[src/rtl/cruise_pkg.sv]
// Shared state encodings and default tuning constants for the cruise-control slice.
package cruise_pkg;

  typedef enum logic [1:0] {
    ST_OFF     = 2'b00,
    ST_CRUISE  = 2'b01,
    ST_STANDBY = 2'b10
  } cruise_state_e;

  localparam int unsigned MIN_CRUISE = 45;
  localparam int unsigned MAX_SPEED  = 250;
  localparam int unsigned BRAKE_DEC  = 2;

endpackage

[src/rtl/cruise_speed_model.sv]
// Vehicle-speed register: brake, throttle, cruise-hold tracking or drag, all saturating.
module cruise_speed_model #(
  parameter int unsigned SPEED_W   = 8,
  parameter int unsigned MAX_SPEED = 250,
  parameter int unsigned BRAKE_DEC = 2
) (
  input  logic               clk,
  input  logic               clear_n,
  input  logic               brake,
  input  logic               throttle,
  input  logic               hold,
  input  logic [SPEED_W-1:0] target,
  output logic [SPEED_W-1:0] speed
);

  localparam logic [SPEED_W:0] DEC_X = (SPEED_W + 1)'(BRAKE_DEC);
  localparam logic [SPEED_W:0] MAX_X = (SPEED_W + 1)'(MAX_SPEED);
  localparam logic [SPEED_W:0] ONE_X = (SPEED_W + 1)'(1);

  logic [SPEED_W-1:0] speed_q, speed_d;
  logic [SPEED_W:0]   wide, diff, sum, drag;

  always_comb begin
    wide    = {1'b0, speed_q};
    diff    = wide - DEC_X;
    sum     = wide + ONE_X;
    drag    = wide - ONE_X;
    speed_d = speed_q;
    // A set top bit in the extended difference means the subtraction went below zero.
    if (brake) begin
      speed_d = diff[SPEED_W] ? '0 : diff[SPEED_W-1:0];
    end else if (throttle) begin
      speed_d = (sum > MAX_X) ? MAX_X[SPEED_W-1:0] : sum[SPEED_W-1:0];
    end else if (hold) begin
      if (speed_q < target)      speed_d = sum[SPEED_W-1:0];
      else if (speed_q > target) speed_d = drag[SPEED_W-1:0];
    end else begin
      speed_d = drag[SPEED_W] ? '0 : drag[SPEED_W-1:0];
    end
  end

  always_ff @(posedge clk or negedge clear_n) begin
    if (!clear_n) speed_q <= '0;
    else          speed_q <= speed_d;
  end

  assign speed = speed_q;

endmodule

[src/rtl/cruise_controller.sv]
// Cruise sequencing FSM and set-point register; the speed model is a sub-module.
module cruise_controller
  import cruise_pkg::*;
#(
  parameter int unsigned SPEED_W    = 8,
  parameter int unsigned MIN_CRUISE = cruise_pkg::MIN_CRUISE,
  parameter int unsigned MAX_SPEED  = cruise_pkg::MAX_SPEED,
  parameter int unsigned BRAKE_DEC  = cruise_pkg::BRAKE_DEC
) (
  input  logic               clk,
  input  logic               clear_n,
  input  logic               off,
  input  logic               brake,
  input  logic               cancel,
  input  logic               set,
  input  logic               resume,
  input  logic               accel,
  input  logic               coast,
  input  logic               throttle,
  output logic [SPEED_W-1:0] speed,
  output logic [SPEED_W-1:0] cruise_speed,
  output logic [1:0]         cruise_state,
  output logic               cruise_active
);

  localparam logic [SPEED_W:0]   MAX_X = (SPEED_W + 1)'(MAX_SPEED);
  localparam logic [SPEED_W:0]   MIN_X = (SPEED_W + 1)'(MIN_CRUISE);
  localparam logic [SPEED_W:0]   ONE_X = (SPEED_W + 1)'(1);
  localparam logic [SPEED_W-1:0] MIN_N = SPEED_W'(MIN_CRUISE);

  cruise_state_e      state_q, state_d;
  logic [SPEED_W-1:0] cs_q, cs_d;
  logic               active_q, active_d;
  logic [SPEED_W:0]   cs_inc, cs_dec;
  logic               speed_ok;

  cruise_speed_model #(
    .SPEED_W  (SPEED_W),
    .MAX_SPEED(MAX_SPEED),
    .BRAKE_DEC(BRAKE_DEC)
  ) u_speed (
    .clk     (clk),
    .clear_n (clear_n),
    .brake   (brake),
    .throttle(throttle),
    .hold    (state_q == ST_CRUISE),
    .target  (cs_q),
    .speed   (speed)
  );

  always_comb begin
    state_d  = state_q;
    cs_d     = cs_q;
    speed_ok = (speed >= MIN_N);
    cs_inc   = {1'b0, cs_q} + ONE_X;
    cs_dec   = {1'b0, cs_q} - ONE_X;
    case (state_q)
      ST_OFF: begin
        // Higher-priority commands pre-empt set, so they simply leave OFF in place.
        if (!off && !brake && !cancel && set && speed_ok) begin
          state_d = ST_CRUISE;
          cs_d    = speed;
        end
      end
      ST_CRUISE: begin
        if (off)                  state_d = ST_OFF;
        else if (brake || cancel) state_d = ST_STANDBY;
        else if (set)             cs_d = speed;
        else if (resume)          cs_d = cs_q;
        else if (accel)           cs_d = (cs_inc > MAX_X) ? MAX_X[SPEED_W-1:0] : cs_inc[SPEED_W-1:0];
        else if (coast)           cs_d = (cs_dec[SPEED_W] || cs_dec < MIN_X) ? MIN_N : cs_dec[SPEED_W-1:0];
      end
      ST_STANDBY: begin
        if (off) begin
          state_d = ST_OFF;
        end else if (brake || cancel) begin
          state_d = ST_STANDBY;
        end else if (set) begin
          if (speed_ok) begin
            state_d = ST_CRUISE;
            cs_d    = speed;
          end
        end else if (resume && cs_q >= MIN_N) begin
          state_d = ST_CRUISE;
        end
      end
      default: state_d = ST_OFF;
    endcase
    if (state_d == ST_OFF) cs_d = '0;
    active_d = (state_d == ST_CRUISE);
  end

  always_ff @(posedge clk or negedge clear_n) begin
    if (!clear_n) begin
      state_q  <= ST_OFF;
      cs_q     <= '0;
      active_q <= 1'b0;
    end else begin
      state_q  <= state_d;
      cs_q     <= cs_d;
      active_q <= active_d;
    end
  end

  assign cruise_speed  = cs_q;
  assign cruise_state  = state_q;
  assign cruise_active = active_q;

endmodule
[config.mk]
export PLATFORM = sky130hd
export DESIGN_NAME = cruise_controller
export DESIGN_NICKNAME = d
export VERILOG_FILES = /design/src/rtl/cruise_pkg.sv /design/src/rtl/cruise_speed_model.sv /design/src/rtl/cruise_controller.sv
export SDC_FILE = /design/constraint.sdc
export NUM_CORES = 1
export LEC_CHECK = 0
export ABC_AREA = 1
export BUFFER_PORTS_ARGS = -buffer_cell sky130_fd_sc_hd__buf_4
export CAP_MARGIN = 10
export CORE_MARGIN = 5
export CORE_UTILIZATION = 45
export DETAILED_ROUTE_END_ITERATION = 10
export GPL_TIMING_DRIVEN = 0
export PLACE_DENSITY = 0.61
export SETUP_SLACK_MARGIN = 0.5
export SKIP_LAST_GASP = 1
export SYNTH_ARGS = -nofsm -noshare
export SYNTH_HDL_FRONTEND = slang
export SYNTH_SLANG_ARGS = --single-unit
[constraint.sdc]
create_clock -name clk -period 4.2 [get_ports clk]
set_input_delay 0.42 -clock clk [delete_from_list [all_inputs] [get_ports clk]]
set_output_delay 0.42 -clock clk [all_outputs]
set_load 0.02 [all_outputs]
; Word level (Yosys, flattened, before mapping)
; Index checks and enable logic that the tools add are counted.
[totals]
reg_bits = 19
input_bits = 10
wordCells = 75
[op_classes]
addsub = 5
n_lt_le_gt_ge = 7
eq_ne = 13
n_mux = 32
n_reduce_logical = 14
[op_table]
columns = operator, n
row1 = $mux W8, 22
row2 = $pmux W8 S3, 1
row3 = $ne A3 B3 Y1 const B, 7
row4 = $add A8 B1 Y9 const B, 2
row5 = $gt A9 B8 Y1 const B, 2
row6 = $sub A8 B1 Y9 const B, 2
row7 = $ge A8 B6 Y1 const B, 2
row8 = $mux W2, 8
row9 = $ne A5 B5 Y1 const B, 2
row10 = $reduce_and A10 Y1, 1
row11 = $lt A9 B6 Y1 const B, 1
row12 = $sub A8 B2 Y9 const B, 1
row13 = $gt A8 B8 Y1, 1
row14 = $lt A8 B8 Y1, 1
row15 = $pmux W2 S3, 1
row16 = $logic_and A1 B1 Y1, 5
row17 = $eq A2 B1 Y1 const B, 2
row18 = $logic_not A2 Y1, 2
row19 = $ne A4 B4 Y1 const B, 1
row20 = $reduce_bool A4 Y1, 1
row21 = $logic_not A1 Y1, 3
row22 = $eq A2 B2 Y1 const B, 1
row23 = $logic_or A1 B1 Y1, 2

; Depth between registers and ports, before layout
[logic_depth]
depth_word = 12
depth_mapped = 17
mapped_depth_nobuf = 17

; Modules after synthesis
; A second synthesis with hierarchy kept.
[hier_totals]
hier_cells = 421
hier_area_um2 = 2524.9
[by_module_without_submodules]
columns = module, n_inst, cells_each, area_per_inst_um2
row1 = cruise_speed_model, 1, 206, 1323.8
row2 = cruise_controller, 1, 215, 1201.2

; Worst setup path before layout
; Ideal clock, no wire load.
[synth_timing]
kind = register to register
from = reg cs_q[3], in the netlist cruise_speed[3]
to = reg u_speed.speed_q[7], in the netlist u_speed.speed[7]
setup_ns = 0.122
arrival_ns = 1.885
slack_ns = 2.192
path_stages_with_launch = 12
n_path_buf = 1
period_less_slack_ns = 2.008
path_cell_list = dfrtp_1 -> buf_2 -> inv_1 -> ha_1 -> a21oi_1 -> o21ai_1 -> nand2_1 -> nand3_1 -> o211ai_1 -> nand2_1 -> nand2_1 -> a21oi_1
[synth_between]
elab_chain_len = 5
word_cells_on_any_way = 7
classes_between = order compare (2) / eq/ne (1) / mux (4)
[synth_rtl]
columns = element, line_no
row1 = from (decl), cruise_controller.sv:32  ; logic [SPEED_W-1:0] cs_q, cs_d;
row2 = from (signal assigned), cruise_controller.sv:100  ; cs_q <= cs_d;
row3 = $lt A8 B8 Y1, cruise_speed_model.sv:35  ; if (speed_q < target) speed_d = sum[SPEED_W-1:0];
row4 = $mux W8, cruise_speed_model.sv:35
row5 = $mux W8, cruise_speed_model.sv:34  ; end else if (hold) begin
row6 = $mux W8, cruise_speed_model.sv:32  ; end else if (throttle) begin
row7 = $mux W8, cruise_speed_model.sv:30  ; if (brake) begin
row8 = to (signal assigned), cruise_speed_model.sv:44  ; else speed_q <= speed_d;
row9 = to (decl), cruise_speed_model.sv:20  ; logic [SPEED_W-1:0] speed_q, speed_d;
; Several ways; a longest one is shown, not always the timed one.
; A chain may end at the register's enable or synchronous reset.

; Final worst setup path
[layout_timing]
from = reg cs_q[7], in the netlist cruise_speed[7]
to = reg u_speed.speed_q[3], in the netlist u_speed.speed[3]
; Same word-level chain as after synthesis.

==> impl_metrics.json <==
{
  "cpMostUsedCell": "nand3_1",
  "synth_compound_area_share_pct": 11.7,
  "syn_to_final_growth_pct": 13.5,
  "outcome": "completed",
  "slew_headroom_pct": 71.0,
  "worstSetupStartpointType": "flip-flop",
  "worstPathCellList": "inv_2 > ha_1 > a21oi_1 > o21a_1 > nand3_1 > nand2_1 > nand3_1 > nand3_1 > nand2_1 > a21oi_1",
  "first_iter_violations": 209,
  "wirelength_um": 7450,
  "antenna_left": 0,
  "placed_area_um2": 2800,
  "hold_viol_final": 0,
  "num_vias": 2721,
  "post-route-period-util_pct": 56.0,
  "min-delay-path-class": "input pin to async pin",
  "r2r_start": "cruise_speed[7]",
  "dp_cells": 518,
  "worst-path-stages": 10,
  "cap_violations": 0,
  "grt-ovfl-total": 0,
  "nets": 482,
  "cp_slowest_stage_delay_ns": 0.47,
  "cts_tree": "built",
  "power_mw": 2.08,
  "n_antenna_cell": 0,
  "crit_slowest_cell": "dfrtp_1",
  "cp-startpoint": "cruise_speed[7]",
  "clock-sinks": 19,
  "core_um2": 5470,
  "synthMuxAreaShare_pct": 0,
  "rsz0062_at_grt": "no",
  "fill_cells": 606,
  "cts.clk_slew.worst_paths_ns": 0.08,
  "end_kind": "flip-flop",
  "die_y_um": 84.6,
  "drt_pass1_iterations": 5,
  "post-route-drc-count": 0,
  "cts_max_level": 1,
  "final_area_um2": 2840,
  "path_delay_family": "simple AND/OR/NAND/NOR gates",
  "grt_pass1_vias": 2576,
  "start_util_pct": 45.7,
  "final_max_slew_viol_count": 0,
  "yosysSeqAreaShare_pct": 19.0,
  "numPortBuffers": 27,
  "fmax_mhz": 425,
  "yosys.area_share.simple_pct": 43.1,
  "multi_input_area_um2": 1760,
  "worst_pin_slew_ns": 0.435,
  "fin_crit_ns": 2.35,
  "netlist_top_cells_area": "nand2_1 20%, dfrtp_1 19%, ha_1 10%, nand3_1 8.0%, nor2_1 6.6%",
  "cts_resized": 0,
  "p_leak_nw": 1.53,
  "syn-cell-area_um2": 2500,
  "clock_latency_ns": 0.26,
  "io_pins": 29,
  "r2r_cells": 10,
  "finClkSkew_ns": 0.00441,
  "post_drt_wl_per_cell_um": 14.3,
  "setup_viol": 0,
  "mappedNetlistNets": 450,
  "synth_largest_area_cell": "nand2_1",
  "synthCells": 419,
  "cts_setup_buffers": 0,
  "ys_types": 35,
  "register_area_um2": 475,
  "cts-root-buf": "clkbuf_8",
  "p_per_area_nw_per_um2": 731,
  "synth_xor_xnor_area_share_pct": 4.90,
  "fp.dieW_um": 84.6,
  "cts_made_buffers": 3,
  "via_per_inst": 5.21,
  "grt_usage_pct": 21.3,
  "criticalPathCategory": "flip-flop to flip-flop",
  "grt_pass1_wl_um": 12500,
  "synthAdderAreaFrac_pct": 10.5,
  "synth_seq_cells": 19,
  "gp_congestion": 0.921,
  "syn_avg_cell_area_um2": 5.98,
  "cts_max_path_buffers": 2,
  "peakVddDrop_v": 0.000356,
  "grt_max_degree": 20,
  "layout.cells.non_filler": 522,
  "yosysTopAreaCellShare_pct": 20.2,
  "synth.yosys.warnings": 0,
  "whs_ns": 0.0398,
  "ctsHoldBuffers": 0,
  "required_ns": 4.38,
  "critPathArrivalTime_ns": 2.54,
  "antenna_found_initial": 0,
  "critPathMaxFanout": 10,
  "rows": 27,
  "dieArea_um2": 7160,
  "drive_gt1_share_pct": 13.8,
  "path_buf_inv": 1,
  "finalSetupTns_ns": 0,
  "synth_top_family_by_area": "simple AND/OR/NAND/NOR gates",
  "post-dp-hpwl_um": 5940
}
==> cell type report <==
type                            count  share of cell area [%]
Clock buffer                        3                    1.45
Sequential cell                    19                    16.7
Inverter                           52                    6.87
Timing Repair Buffer               27                    7.13
Clock inverter                      1                   0.176
Multi-Input combinational cell    336                    61.8
Buffer                             12                    2.64
Tap cell                           72                    3.17
==> Yosys cell counts <==
| cell type | n |
|---|---|
| clkbuf_1 | 1 |
| or2_0 | 1 |
| nor2_4 | 1 |
| o221ai_1 | 1 |
| inv_2 | 9 |
| o22ai_1 | 1 |
| nand4_1 | 14 |
| ha_1 | 21 |
| xor2_1 | 11 |
| o21ai_1 | 9 |
| o21a_1 | 1 |
| nor3_2 | 2 |
| buf_6 | 1 |
| nor2_2 | 1 |
| nand3b_1 | 3 |
| nand3_1 | 40 |
| xnor2_1 | 3 |
| nand2_4 | 1 |
| o211ai_1 | 2 |
| a21oi_2 | 1 |
| o21ai_0 | 9 |
| a21oi_4 | 1 |
| dfrtp_1 | 19 |
| a21oi_1 | 24 |
| nand2_1 | 135 |
| a311oi_1 | 1 |
| buf_2 | 5 |
| nand2_2 | 4 |
| buf_4 | 4 |
| inv_1 | 43 |
| and2_1 | 1 |
| nor3_1 | 2 |
| nor2_1 | 44 |
| clkbuf_2 | 1 |
| a31oi_1 | 2 |
==> metrics by stage <==
step | utilization (%) | worst slack [ns]
after floorplan | - | 2.19
after global placement | 51.1 | 1.91
after detailed placement | 51.1 | 1.90
after CTS | 51.9 | 1.87
after global routing | 51.9 | 1.64
final | 51.9 | 1.85
==> report_power, final <==
| group | switching, mW | internal [mW] |
|---|---|---|
| combinational | 1.02 | 0.570 |
| clock | 0.0705 | 0.0661 |
| sequential | 0.101 | 0.247 |
| total | 1.20 | 0.883 |
==> per-layer routing <==
| metal | global-route usage [%] | part of all wire, % | up-vias |
|---|---|---|---|
| li1 | - | - | 1416 |
| met1 | 32.1 | 51 | 1216 |
| met2 | 31.6 | 41 | 79 |
| met3 | 3.04 | 6.0 | 10 |
| met4 | 5.32 | 1.6 | 0 |
| met5 | 0 | 0 | - |
==> final timing paths <==
path	endpoint	slack [ns]
setup / recovery	u_speed.speed[3]	1.85
hold / removal	u_speed.speed[7]	0.04
max in group asynchronous	cruise_speed[0]	3.93
min in group clk	u_speed.speed[2]	0.49
hold reg to reg	cruise_speed[1]	0.64
setup reg to reg	u_speed.speed[3]	1.85
==> cell usage in the layout, fill, tap and decap left out, drive strengths merged, types with 2 or more instances in the layout <==
| cell | n |
|---|---|
| nand2 | 140 |
| nand3b | 3 |
| xnor2 | 3 |
| o211ai | 2 |
| nor3 | 4 |
| buf | 37 |
| o21ai | 18 |
| clkbuf | 5 |
| ha | 21 |
| dfrtp | 19 |
| nor2 | 46 |
| nand3 | 40 |
| xor2 | 11 |
| a31oi | 2 |
| inv | 52 |
| a21oi | 26 |
| nand4 | 14 |
==> flip-flops by register name, summed over array words and instances (netlist names) <==
name,cells
cruise_active,1
cruise_speed,8
cruise_state,2
u_speed.speed,8
==> cells by family after synthesis <==
group,after synthesis
DFF,19
and+or+nand+nor,249
xor gates and xnor gates,14
AOI/OAI and AO/OA,52
adders and majority gates,21
buffers and inverters,64
No activity file was read; power rests on OpenSTA's default activity.
